### src/rtl/pe_group_feeder.sv
// pe_group_feeder: producer side of the PE-group interface.
// Buffers four rows of a row-major ifmap stream and presents one
// five-pixel vertical column per accepted pixel once rows 0..3 are held.
// At frame end the three-stage PE pipeline is flushed with zero columns.
// groupsum_valid marks the cycles in which the PE groupsum is valid.
module pe_group_feeder #(
  parameter int IMG_W = 28,
  parameter int IMG_H = 28
) (
  input  logic              clk,
  input  logic              rst,
  input  logic              start,
  input  logic              pix_valid,
  input  logic signed [7:0] pix_data,
  output logic              pix_ready,
  input  logic              weight_wr_en,
  input  logic [2:0]        weight_wr_addr,
  input  logic signed [7:0] weight_wr_data,
  output logic signed [7:0] weight1_out,
  output logic signed [7:0] weight2_out,
  output logic signed [7:0] weight3_out,
  output logic signed [7:0] weight4_out,
  output logic signed [7:0] weight5_out,
  output logic              weight_en,
  output logic signed [7:0] ifmap_out1,
  output logic signed [7:0] ifmap_out2,
  output logic signed [7:0] ifmap_out3,
  output logic signed [7:0] ifmap_out4,
  output logic signed [7:0] ifmap_out5,
  output logic              calculate_en,
  output logic              groupsum_valid,
  output logic              busy,
  output logic              frame_done
);

  localparam int CW = (IMG_W > 1) ? $clog2(IMG_W) : 1;
  localparam int RW = $clog2(IMG_H);
  localparam logic [CW-1:0] LAST_COL      = CW'(IMG_W - 1);
  localparam logic [RW-1:0] LAST_ROW      = RW'(IMG_H - 1);
  localparam logic [RW-1:0] LAST_FILL_ROW = RW'(3);

  typedef enum logic [1:0] {S_IDLE, S_FILL, S_RUN, S_DRAIN} state_t;

  state_t            r_state;
  logic [CW-1:0]     r_col;
  logic [RW-1:0]     r_row;
  logic [1:0]        r_drainCnt;
  logic              r_calcRun;
  logic [1:0]        r_vld;
  logic signed [7:0] r_lb [4][IMG_W];
  logic signed [7:0] r_wgt [5];

  logic w_accept;
  logic w_lastCol;
  logic w_wrTake;

  assign pix_ready = (r_state == S_FILL) || (r_state == S_RUN);
  assign busy      = (r_state != S_IDLE);
  assign w_accept  = pix_valid && pix_ready;
  assign w_lastCol = (r_col == LAST_COL);
  assign w_wrTake  = (r_state == S_IDLE) && weight_wr_en && (weight_wr_addr <= 3'd4);

  assign weight1_out = r_wgt[0];
  assign weight2_out = r_wgt[1];
  assign weight3_out = r_wgt[2];
  assign weight4_out = r_wgt[3];
  assign weight5_out = r_wgt[4];

  // Line buffers: each accepted pixel pushes its column one row deeper.
  always_ff @(posedge clk) begin
    if (w_accept) begin
      r_lb[0][r_col] <= pix_data;
      r_lb[1][r_col] <= r_lb[0][r_col];
      r_lb[2][r_col] <= r_lb[1][r_col];
      r_lb[3][r_col] <= r_lb[2][r_col];
    end
  end

  // Frame FSM with row/column tracking and the registered lane outputs.
  always_ff @(posedge clk) begin
    if (rst) begin
      r_state      <= S_IDLE;
      r_col        <= '0;
      r_row        <= '0;
      r_drainCnt   <= '0;
      r_calcRun    <= 1'b0;
      calculate_en <= 1'b0;
      frame_done   <= 1'b0;
      ifmap_out1   <= '0;
      ifmap_out2   <= '0;
      ifmap_out3   <= '0;
      ifmap_out4   <= '0;
      ifmap_out5   <= '0;
    end else begin
      calculate_en <= 1'b0;
      r_calcRun    <= 1'b0;
      frame_done   <= 1'b0;
      case (r_state)
        S_IDLE: begin
          if (start) begin
            r_state <= S_FILL;
            r_col   <= '0;
            r_row   <= '0;
          end
        end
        S_FILL, S_RUN: begin
          if (w_accept) begin
            if (r_state == S_RUN) begin
              ifmap_out5   <= pix_data;
              ifmap_out4   <= r_lb[0][r_col];
              ifmap_out3   <= r_lb[1][r_col];
              ifmap_out2   <= r_lb[2][r_col];
              ifmap_out1   <= r_lb[3][r_col];
              calculate_en <= 1'b1;
              r_calcRun    <= 1'b1;
            end
            if (w_lastCol) begin
              r_col <= '0;
              if (r_state == S_RUN && r_row == LAST_ROW) begin
                r_row      <= '0;
                r_drainCnt <= '0;
                r_state    <= S_DRAIN;
              end else begin
                r_row <= r_row + 1'b1;
                if (r_state == S_FILL && r_row == LAST_FILL_ROW) begin
                  r_state <= S_RUN;
                end
              end
            end else begin
              r_col <= r_col + 1'b1;
            end
          end
        end
        S_DRAIN: begin
          calculate_en <= 1'b1;
          ifmap_out1   <= '0;
          ifmap_out2   <= '0;
          ifmap_out3   <= '0;
          ifmap_out4   <= '0;
          ifmap_out5   <= '0;
          if (r_drainCnt == 2'd2) begin
            r_drainCnt <= '0;
            frame_done <= 1'b1;
            r_state    <= S_IDLE;
          end else begin
            r_drainCnt <= r_drainCnt + 2'd1;
          end
        end
        default: r_state <= S_IDLE;
      endcase
    end
  end

  // Valid pipe advancing with the PE; the groupsum_valid flop is its last stage.
  always_ff @(posedge clk) begin
    if (rst) begin
      r_vld          <= '0;
      groupsum_valid <= 1'b0;
    end else begin
      groupsum_valid <= calculate_en & r_vld[1];
      if (calculate_en) begin
        r_vld <= {r_vld[0], r_calcRun};
      end
    end
  end

  // Weight registers, writable only while idle, with a one-cycle update pulse.
  always_ff @(posedge clk) begin
    if (rst) begin
      weight_en <= 1'b0;
      for (int i = 0; i < 5; i++) begin
        r_wgt[i] <= '0;
      end
    end else begin
      weight_en <= w_wrTake;
      if (w_wrTake) begin
        case (weight_wr_addr)
          3'd0:    r_wgt[0] <= weight_wr_data;
          3'd1:    r_wgt[1] <= weight_wr_data;
          3'd2:    r_wgt[2] <= weight_wr_data;
          3'd3:    r_wgt[3] <= weight_wr_data;
          default: r_wgt[4] <= weight_wr_data;
        endcase
      end
    end
  end

endmodule

### config.mk
export PLATFORM = sky130hd
export DESIGN_NAME = pe_group_feeder
export DESIGN_NICKNAME = d
export VERILOG_FILES = /design/src/rtl/pe_group_feeder.sv
export SDC_FILE = /design/constraint.sdc
export NUM_CORES = 1
export LEC_CHECK = 0
export ABC_AREA = 1
export BUFFER_PORTS_ARGS = -buffer_cell sky130_fd_sc_hd__buf_2
export CAP_MARGIN = 20
export CORE_MARGIN = 2
export CORE_UTILIZATION = 40
export CTS_BUF_LIST = sky130_fd_sc_hd__clkbuf_4
export DETAILED_ROUTE_END_ITERATION = 10
export GPL_TIMING_DRIVEN = 1
export HOLD_SLACK_MARGIN = 0.05
export SLEW_MARGIN = 20
export SYNTH_ARGS = -nofsm -noshare
export SYNTH_HDL_FRONTEND = slang
export SYNTH_SLANG_ARGS = --single-unit
### constraint.sdc
create_clock -name clk -period 2.8 [get_ports clk]
set_input_delay 0.56 -clock clk [delete_from_list [all_inputs] [get_ports clk]]
set_output_delay 0.56 -clock clk [all_outputs]
set_load 0.01 [all_outputs]
==> flow_summary_export.csv <==
group,metric,value,unit
setup_path,cp-end-kind,"flop",
global_route,grt_pass1_vias,28800,
die,rows,119,
hold_path,hold_class,"in -> reg",
clocking,cts_tree,"yes",
clocking,cts.sinks,997,
sta,hold_viol_final,0,
clocking,clk_path_buf_depth,4,
placement,hpwl,68200,µm
synthesis,synthCells,4125,
global_route,grt_pass1_wl,178000,µm
setup_path,slowest_delay,440,ps
die,core,105000,µm²
setup_path,start_kind,"flop",
clocking,cts_buffers,278,
drt,viasPerCell,4.88,
layout,finish.utilization,47.0,%
status,run_status,"finished, final reports clean",
setup_path,r2r-end,"r_lb[2][43]",
layout,finalNonFillerCells,6082,
power_and_ir_drop,p_leak,21.2,nW
sta,min_period_over_period,96.5,%
setup_path,cp-startpoint,"r_col[0]",
setup_path,cp_max_fo,45,
global_route,antenna_found_initial,4,
drt,drtIter0Drc,2866,
sta,worst-slew-pin-transition,851,ps
die,die_area,108000,µm²
drt,routed_wl,120000,µm
layout,nets,4550,
setup_path,worstSetupEndpoint,"r_lb[2][43]",
layout,drive_gt1_share,16.7,%
sta,clock_skew,114,ps
setup_path,rrSetupSlack,100,ps
drt,drc,0,
setup_path,cp_cell_sequence,"inv_8 -> buf_12 -> ha_1 -> nand2_1 -> nor2_4 -> buf_4",
drt,ant_nets,0,
sta,min_period,2700,ps
run,drv_cap,0,
layout,nFillCells,9775,
sta,setup_viol_count_final,0,
hold_path,hold_depth,4,
layout,final_common_cell,"nand2_1",
global_route,grt_usage,22.4,%
layout,finalInstanceArea,49300,µm²
placement,io_buffer_count,109,
layout,area_growth_syn_to_layout,16.9,%
synthesis,seq_area_frac_synth,69.6,%
clocking,h-tree-depth,5,
synthesis,syn_nets,4158,
die,start_util,40.2,%
placement,place_area,45600,µm²
setup_path,worst_ep_arrival_time,3420,ps
die,die_x,328,µm
sta,hold_ws,413,ps
setup_path,worstPathRequired,3520,ps
power_and_ir_drop,p_per_area,813,nW/µm²
synthesis,synthDistinctLibCells,29,
global_route,grt_max_degree,111,
sta,rsz0062_at_grt,"no",
synthesis,syn_avg_cell_area,10.2,µm²
global_route,grt-ovfl-total,0,
synthesis,ys_seq_elements,997,
clocking,clock_latency,1150,ps
die,io_pins,110,
power_and_ir_drop,peakVddDrop,438,µV
placement,gp_congestion,0.823,
setup_path,path_class,"reg -> reg",
sta,fmax,0.370,GHz
sta,relSlewSlack,43.2,%
placement,dp.cells,5598,
setup_path,r2r_cells,6,
clocking,cts_root_buffer,"clkbuf_4",
layout,final_cell_mix,"nand2_1, edfxtp_1, inv_1",
setup_path,r2r-start,"r_col[0]",
synthesis,yosys_warnings,0,
clocking,path_clk_slew,70,ps
die,die_y,328,µm
sta,slew_violations,0,
drt,num_vias,29700,
drt,detailedRoute.firstPassIterationCount,7,
drt,routedWlPerCell,19.8,µm
setup_path,critPathSlowestCell,"nand2_1",
synthesis,synth_area,42100,µm²
## worst min-delay path by stage
stage                      start        endpoint  slack [ps]
4_1_cts        weight_wr_data[1]     r_wgt[0][9]         290
3_3_place_gp            r_vld[1]  groupsum_valid         430
5_1_grt        weight_wr_data[3]    r_wgt[0][35]         360
2_1_floorplan           r_vld[1]  groupsum_valid         420
3_5_place_dp            r_vld[1]  groupsum_valid         440
6_report       weight_wr_data[1]    r_wgt[0][25]         410
## Yosys cell counts (all sizes together)
master  number  share of area (%)
a21oi       80               0.95
nor3         6              0.083
inv        577                5.1
dfxtp       61                2.9
nor2       189                1.8
o31ai        2              0.036
o21ai       78               0.94
o211ai       1              0.018
clkbuf      45               0.40
nand3      278                3.5
a211oi       1              0.018
nand4        3              0.045
nor3b        2              0.059
buf        136                1.7
xor2         2              0.042
edfxtp     936                 67
ha           9               0.27
nand2     1719                 15
## where the power goes
group          internal [W]  total, W  switching (W)  leakage (nW)
clock network       0.00714    0.0130        0.00584          2.06
registers            0.0180    0.0181       0.000126          8.96
logic               0.00251   0.00897        0.00646          10.1
## repair_timing
| item | CTS | global route |
|---|---|---|
| setup endpoints to repair | 1 | 1 |
| buffers inserted | 2 | 0 |
| hold buffers | 28 | 0 |
| gates resized for setup | 2 | 1 |
| hold endpoints to repair | 304 | 0 |
## area by class of cell
cell class                      instances  area, µm²  area share (%)
Multi-Input combinational cell       2370       9960            20.2
Antenna cell                            1       2.50         0.00508
Tap cell                             1391       1740            3.53
Clock buffer                          421       3160            6.42
Clock inverter                         32        231           0.470
Inverter                              577       2180            4.43
Timing Repair Buffer                  293       2640            5.36
Sequential cell                       997      29300            59.6
## logic make-up after synthesis
kind of cell | after synthesis | synth area share, %
buffers and inverters | 758 | 7.26
XOR/XNOR | 2 | 0.0416
AND/OR/NAND/NOR | 2197 | 20.8
flip-flops | 997 | 69.6
AO/OA/AOI/OAI | 162 | 1.96
adder cells (fa/ha/maj) | 9 | 0.267
## per-stage QoR
step           power [W]  setup WS (ps)  setup TNS (ps)
6_report          0.0400           98.5               0
5_1_grt           0.0421          0.393               0
4_1_cts           0.0404           15.3               0
3_5_place_dp      0.0273            203               0
3_3_place_gp      0.0272            191               0
2_1_floorplan     0.0239           -250         -192290
## registers in the layout, summed over array words and instances, names as in the netlist
register        cells
r_row               5
ifmap_out4          8
ifmap_out2          8
r_wgt              40
frame_done          1
r_col               5
r_vld               2
ifmap_out1          8
r_lb              896
r_state             2
r_drainCnt          2
groupsum_valid      1
ifmap_out5          8
r_calcRun           1
calculate_en        1
weight_en           1
ifmap_out3          8
## per-layer routing
metal / global-route usage, % / share of wire (%)
met1: 29.7 / 42
met2: 35.6 / 46
met3: 5.18 / 8.5
met4: 8.75 / 3.0
met5: 0 / 0
## worst max-delay path, delay by kind of cell, from the launching register on
kind                       cells  cell delay [ps]
and+or+nand+nor                2              690
adders and majority gates      1              190
buffers and inverters          3              930
DFF                            1              430
Power figures use the tool's default switching activity.
